`src/rtl/braun_arith_pkg.sv`:
```
// Shared arithmetic definitions for the Braun multiplier/divider family:
// divider FSM state encoding and the legal operand-width check.
package braun_arith_pkg;

  typedef enum logic [1:0] {
    IDLE = 2'd0,
    CALC = 2'd1,
    DONE = 2'd2
  } div_state_t;

  localparam int DIV_N_MIN = 2;
  localparam int DIV_N_MAX = 32;

  // True when n is a supported operand width for the divider.
  function automatic bit div_width_ok(input int n);
    return (n >= DIV_N_MIN) && (n <= DIV_N_MAX);
  endfunction

endpackage

```
`src/rtl/braun_divider_if.sv`:
```
// Operand/result handshake bundle for braun_divider.
// master: the side offering operands and consuming results.
// slave:  the divider itself.
interface braun_divider_if #(
  parameter int N = 4
);
  logic         in_valid;
  logic         in_ready;
  logic [N-1:0] dividend;
  logic [N-1:0] divisor;
  logic         out_valid;
  logic         out_ready;
  logic [N-1:0] quotient;
  logic [N-1:0] remainder;
  logic         div_by_zero;

  modport master (
    output in_valid, dividend, divisor, out_ready,
    input  in_ready, out_valid, quotient, remainder, div_by_zero
  );

  modport slave (
    input  in_valid, dividend, divisor, out_ready,
    output in_ready, out_valid, quotient, remainder, div_by_zero
  );
endinterface

```
`src/rtl/restoring_div_step.sv`:
```
// One combinational restoring-division step: shift the next dividend bit
// into the partial remainder, trial-subtract the divisor, keep the
// difference only when it does not go negative.
module restoring_div_step #(
  parameter int N = 4
) (
  input  logic [N:0]   r,
  input  logic         q_in,
  input  logic [N-1:0] d,
  output logic [N:0]   r_next,
  output logic         q_bit
);

  logic [N+1:0] t;
  logic [N+1:0] d_ext;
  logic [N:0]   diff;

  // Trial subtraction. The compare is done one bit wider than R so the
  // step stays exact for any R; in normal operation R[N] is always 0 and
  // this reduces to T = {R[N-1:0], q_in} compared against {1'b0, D}.
  always_comb begin
    t      = {r, q_in};
    d_ext  = {2'b00, d};
    diff   = t[N:0] - d_ext[N:0];
    q_bit  = (t >= d_ext);
    r_next = q_bit ? diff : t[N:0];
  end

endmodule

```
`src/rtl/braun_divider.sv`:
```
// Sequential unsigned restoring divider: one quotient bit per clock over
// N iterations, valid/ready on both sides, one transaction in flight.
// A zero divisor takes the normal path (quotient all ones, remainder =
// dividend) and is flagged on div_by_zero.
module braun_divider
  import braun_arith_pkg::*;
#(
  parameter int N = 4
) (
  input  logic            clk,
  input  logic            rst,
  braun_divider_if.slave  bus
);

  localparam int CNT_W = $clog2(N);

  if (!div_width_ok(N)) begin : g_bad_width
    $error("braun_divider: N must be in the range 2..32");
  end

  div_state_t     state_q;
  div_state_t     state_d;

  logic [N-1:0]   q_q;       // dividend being shifted out / quotient shifted in
  logic [N-1:0]   d_q;       // latched divisor
  logic [N:0]     r_q;       // partial remainder
  logic [CNT_W-1:0] cnt_q;   // iterations left after the current one
  logic           dbz_q;

  logic           accept;
  logic [N:0]     step_r;
  logic           step_q_bit;

  assign accept = (state_q == IDLE) && bus.in_valid;

  restoring_div_step #(.N(N)) u_step (
    .r      (r_q),
    .q_in   (q_q[N-1]),
    .d      (d_q),
    .r_next (step_r),
    .q_bit  (step_q_bit)
  );

  // State register; reset aborts any transaction in flight.
  always_ff @(posedge clk) begin
    if (rst) state_q <= IDLE;
    else     state_q <= state_d;
  end

  // Next-state logic: accept in IDLE, N steps in CALC, hold in DONE until taken.
  always_comb begin
    state_d = state_q;
    case (state_q)
      IDLE:    if (accept)        state_d = CALC;
      CALC:    if (cnt_q == '0)   state_d = DONE;
      DONE:    if (bus.out_ready) state_d = IDLE;
      default:                    state_d = IDLE;
    endcase
  end

  // Operand load on accept, one restoring step per CALC cycle; registers
  // are untouched in DONE so results hold while the consumer stalls.
  always_ff @(posedge clk) begin
    if (rst) begin
      q_q   <= '0;
      d_q   <= '0;
      r_q   <= '0;
      cnt_q <= '0;
      dbz_q <= 1'b0;
    end else if (accept) begin
      q_q   <= bus.dividend;
      d_q   <= bus.divisor;
      r_q   <= '0;
      cnt_q <= CNT_W'(N - 1);
      dbz_q <= (bus.divisor == '0);
    end else if (state_q == CALC) begin
      r_q <= step_r;
      q_q <= {q_q[N-2:0], step_q_bit};
      if (cnt_q != '0) cnt_q <= cnt_q - 1'b1;
    end
  end

  assign bus.in_ready    = (state_q == IDLE);
  assign bus.out_valid   = (state_q == DONE);
  assign bus.quotient    = q_q;
  assign bus.remainder   = r_q[N-1:0];
  assign bus.div_by_zero = dbz_q;

endmodule

```
`src/flat_wrapper.sv`:
```
// flat-port wrapper written by rule: the top's interface ports become plain ports
module braun_divider_flat import braun_arith_pkg::*;
#(
  parameter int N = 4
)
  (clk, rst, bus_in_valid, bus_dividend, bus_divisor, bus_out_ready, bus_in_ready, bus_out_valid, bus_quotient, bus_remainder, bus_div_by_zero);
  braun_divider_if #(.N(N)) bus_i ();
  input  logic clk;
  input  logic rst;
  input wire logic [$bits(bus_i.in_valid)-1:0] bus_in_valid;
  input wire logic [$bits(bus_i.dividend)-1:0] bus_dividend;
  input wire logic [$bits(bus_i.divisor)-1:0] bus_divisor;
  input wire logic [$bits(bus_i.out_ready)-1:0] bus_out_ready;
  output wire logic [$bits(bus_i.in_ready)-1:0] bus_in_ready;
  output wire logic [$bits(bus_i.out_valid)-1:0] bus_out_valid;
  output wire logic [$bits(bus_i.quotient)-1:0] bus_quotient;
  output wire logic [$bits(bus_i.remainder)-1:0] bus_remainder;
  output wire logic [$bits(bus_i.div_by_zero)-1:0] bus_div_by_zero;
  assign bus_i.in_valid = bus_in_valid;
  assign bus_i.dividend = bus_dividend;
  assign bus_i.divisor = bus_divisor;
  assign bus_i.out_ready = bus_out_ready;
  assign bus_in_ready = bus_i.in_ready;
  assign bus_out_valid = bus_i.out_valid;
  assign bus_quotient = bus_i.quotient;
  assign bus_remainder = bus_i.remainder;
  assign bus_div_by_zero = bus_i.div_by_zero;
  braun_divider #(.N(N)) u_core (.clk(clk), .rst(rst), .bus(bus_i));
endmodule
```
`config.mk`:
```
export PLATFORM = sky130hd
export DESIGN_NAME = braun_divider_flat
export DESIGN_NICKNAME = d
export VERILOG_FILES = /design/src/rtl/braun_arith_pkg.sv /design/src/rtl/braun_divider_if.sv /design/src/rtl/restoring_div_step.sv /design/src/rtl/braun_divider.sv /design/src/flat_wrapper.sv
export SDC_FILE = /design/constraint.sdc
export NUM_CORES = 1
export LEC_CHECK = 0
export CORE_MARGIN = 2
export CORE_UTILIZATION = 48
export CTS_CLUSTER_SIZE = 16
export DETAILED_ROUTE_END_ITERATION = 16
export GPL_TIMING_DRIVEN = 0
export PLACE_DENSITY_LB_ADDON = 0.15
export SLEW_MARGIN = 20
export SYNTH_ARGS = -nofsm -noshare
export SYNTH_HDL_FRONTEND = slang
export SYNTH_SLANG_ARGS = --single-unit
```
`constraint.sdc`:
```
create_clock -name clk -period 2.4 [get_ports clk]
set_clock_uncertainty 0.05 [all_clocks]
set_input_delay 0.48 -clock clk [delete_from_list [all_inputs] [get_ports clk]]
set_output_delay 0.48 -clock clk [all_outputs]
set_load 0.02 [all_outputs]
```
==> results.py <==
metrics = {
    "status": {
        "outcome": "complete, no violations",
    },
    "clocking": {
        "ctsHoldBuffers": 0,
        "clockBufferDepth": 2,
        "cts_buffers": 3,
        "postCtsSetupBuffers": 0,
        "clkSlewWorstSetupHoldPaths_ns": 0.10,
        "cts.htree.levels": 1,
        "cts_resized": 0,
        "cts_tree": "done",
        "cts_root_buf": "clkbuf_4",
        "clock_latency_ns": 0.30,
        "cts_num_sinks": 18,
    },
    "critical_path": {
        "crit_chain": "nor2b_1 > clkdlybuf4s50_1",
        "cp.depth": 2,
        "slowest_stage": "clkdlybuf4s50_1",
        "worstSetupStartpointType": "flip-flop",
        "reg2reg_depth": 8,
        "endpoint_kind": "output port",
        "crit_type": "flip-flop to output port",
        "crit_buf_inv": 1,
        "reg2reg_slack_ns": 0.37,
        "max_stage_delay_ns": 0.62,
        "crit_fanout": 8,
        "cpLargestDelayFamily": "buffers and inverters",
        "crit_arrival_ns": 1.64,
        "worst_ep_required_time_ns": 1.87,
    },
    "sta": {
        "slew_violations": 0,
        "finalSetupViolations": 0,
        "clock.fmax_ghz": 0.4615,
        "setup_ws_ns": 0.2330,
        "fin_crit_ns": 2.167,
        "setup_tns_ns": 0,
        "slew_headroom_pct": 66.66,
        "rsz0062_at_grt": "false",
        "hold_viol": 0,
        "worstMarginPinSlew_ns": 0.5001,
        "fin_crit_sh_pct": 90.29,
    },
    "die": {
        "io_pins": 23,
        "coreArea_sq_um": 1962,
        "rows": 16,
        "die_w_um": 49.78,
        "start_util_pct": 51.28,
        "die_h_um": 49.78,
        "die_area_sq_um": 2478,
    },
    "routing": {
        "drt_iter0_drc": 32,
        "wire_per_inst_um": 12.47,
        "ant_nets": 0,
        "drc": 0,
        "via_count": 953,
        "firstDrtPassIters": 5,
        "wl_um": 2194,
        "via_per_inst": 5.415,
    },
    "cells_and_area": {
        "final_net_count": 168,
        "drive_gt1_share_pct": 10.74,
        "n_antenna_cell": 0,
        "area.growth.synth_to_final_pct": 27.86,
    },
    "logic_synthesis": {
        "yosysWarningCount": 0,
        "ys_seq_area_share_pct": 35.82,
        "syn_nets": 142,
        "yosysUniqueCellTypes": 35,
        "synth_cells": 124,
        "yosysTopAreaCell": "dfxtp_1",
        "synth_most_common_cell": "dfxtp_1",
        "synth_common_cells": "18 x dfxtp_1, 17 x a21oi_1, 15 x nand2_1, 8 x inv_1",
        "syn_area_sq_um": 1006,
        "synthTopCellsByArea": "dfxtp_1 36%, a21oi_1 8.5%, ha_1 6.2%, nand2_1 5.6%, buf_4 3.7%",
        "synth-seq-cells": 18,
        "synthArstFlopShare_pct": 0,
        "synth_edf_count": 0,
        "postSynthAreaPerCell_sq_um": 8.113,
        "synth_ff_type": "dfxtp_1",
        "yosysTopAreaCellShare_pct": 35.82,
    },
    "power": {
        "p_leak_nw": 0.4856,
        "p_per_area_nw_per_um2": 729.1,
        "ir_drop_mv": 0.4406,
    },
    "job": {
        "drv_cap": 0,
    },
    "placed_design": {
        "port_buffers": 21,
        "hpwlAfterDp_um": 1676,
        "place.gp.congestion": 0.8982,
        "dpl_worst_slack_ns": 0.3759,
    },
    "grt": {
        "grt_usage_pct": 20.32,
        "antenna_found_initial": 0,
        "grt-ovfl-total": 0,
        "grt_pass1_vias": 860,
        "grt_start_max_net_pins": 11,
        "grt_pass1_wl_um": 3815,
    },
    "hold_path": {
        "whs_path_depth": 2,
        "hp-class": "flip-flop to flip-flop",
    },
}
==> per-stage QoR <==
stage | utilization (%) | power [mW] | hold slack (ns) | cells | area [sq um]
finish | 65.56 | 0.9378 | 0.4173 | 176 | 1286
CTS | 65.56 | 0.9414 | 0.4156 | 176 | 1286
detailed placement | 63.71 | 0.7479 | 0.3972 | 172 | 1250
floorplan | - | 0.6315 | 0.3863 | 124 | 1006
global placement | 63.71 | 0.7363 | 0.3920 | 172 | 1250
global route | 65.56 | 0.9991 | 0.4377 | 176 | 1286
==> sequential cells by signal, summed over array words and instances (netlist names) <==
register	flops
u_core.r_q	5
u_core.bus.quotient	4
u_core.d_q	4
u_core.cnt_q	2
u_core.state_q	2
u_core.bus.div_by_zero	1
==> per-layer routing <==
metal / part of all wire [%] / vias up / global-route usage [%]
li1: - / 480 / -
met1: 44 / 438 / 25.43
met2: 49 / 30 / 34.22
met4: 2.0 / 0 / 8.333
met3: 4.7 / 5 / 3.636
met5: 0 / - / 0
==> cells by family after synthesis <==
| group | share of synthesized area, % |
|---|---|
| AO/OA/AOI/OAI | 22.01 |
| AND/OR/NAND/NOR | 22.14 |
| flip-flops | 35.82 |
| buffers and inverters | 9.203 |
| adder cells (fa/ha/maj) | 8.209 |
| XOR/XNOR | 2.612 |
==> tightest hold or removal path, cell delays in order, from the launching register on <==
cell,delay (ns)
dfxtp_1,0.32
nand2_1,0.05
a21oi_1,0.05
==> area by class of cell <==
class / count / area [sq um]
plain buffers: 11 / 62.56
repair buffers: 21 / 210.2
inverters: 8 / 30.03
well taps: 27 / 33.78
flip-flops and latches: 18 / 360.3
clock buffers: 4 / 36.28
multi-input cells: 87 / 553.0
fillers: 189 / 675.6
==> path summary, 6_finish.rpt <==
kind | startpoint | end
worst max-delay path | u_core.state_q[1] | bus_out_valid
worst min-delay path | u_core.d_q[2] | u_core.d_q[2]
worst max register to register | u_core.bus.quotient[3] | u_core.r_q[4]
worst min register to register | u_core.d_q[2] | u_core.d_q[2]
==> report_power, final <==
group	internal [mW]	total, mW	switching, mW
Sequential	0.334	0.362	0.0284
Clock	0.0927	0.193	0.100
Combinational	0.173	0.383	0.210
Total	0.599	0.938	0.339
==> placed cells by master, fill, tap and decap left out, types with 2 or more instances in the layout <==
cell,instances
clkbuf_1,4
clkbuf_4,3
buf_4,5
nand2_1,15
nand3_1,3
nor2b_1,2
a22oi_1,4
nor4_1,3
or3_1,2
dfxtp_1,18
nor2_1,6
clkdlybuf4s50_1,21
o21ai_0,6
a21oi_1,17
a211oi_1,2
inv_1,8
nand2b_1,3
a31oi_1,2
xor2_1,2
ha_1,5
Note: power is estimated with default switching activity, not from simulation.
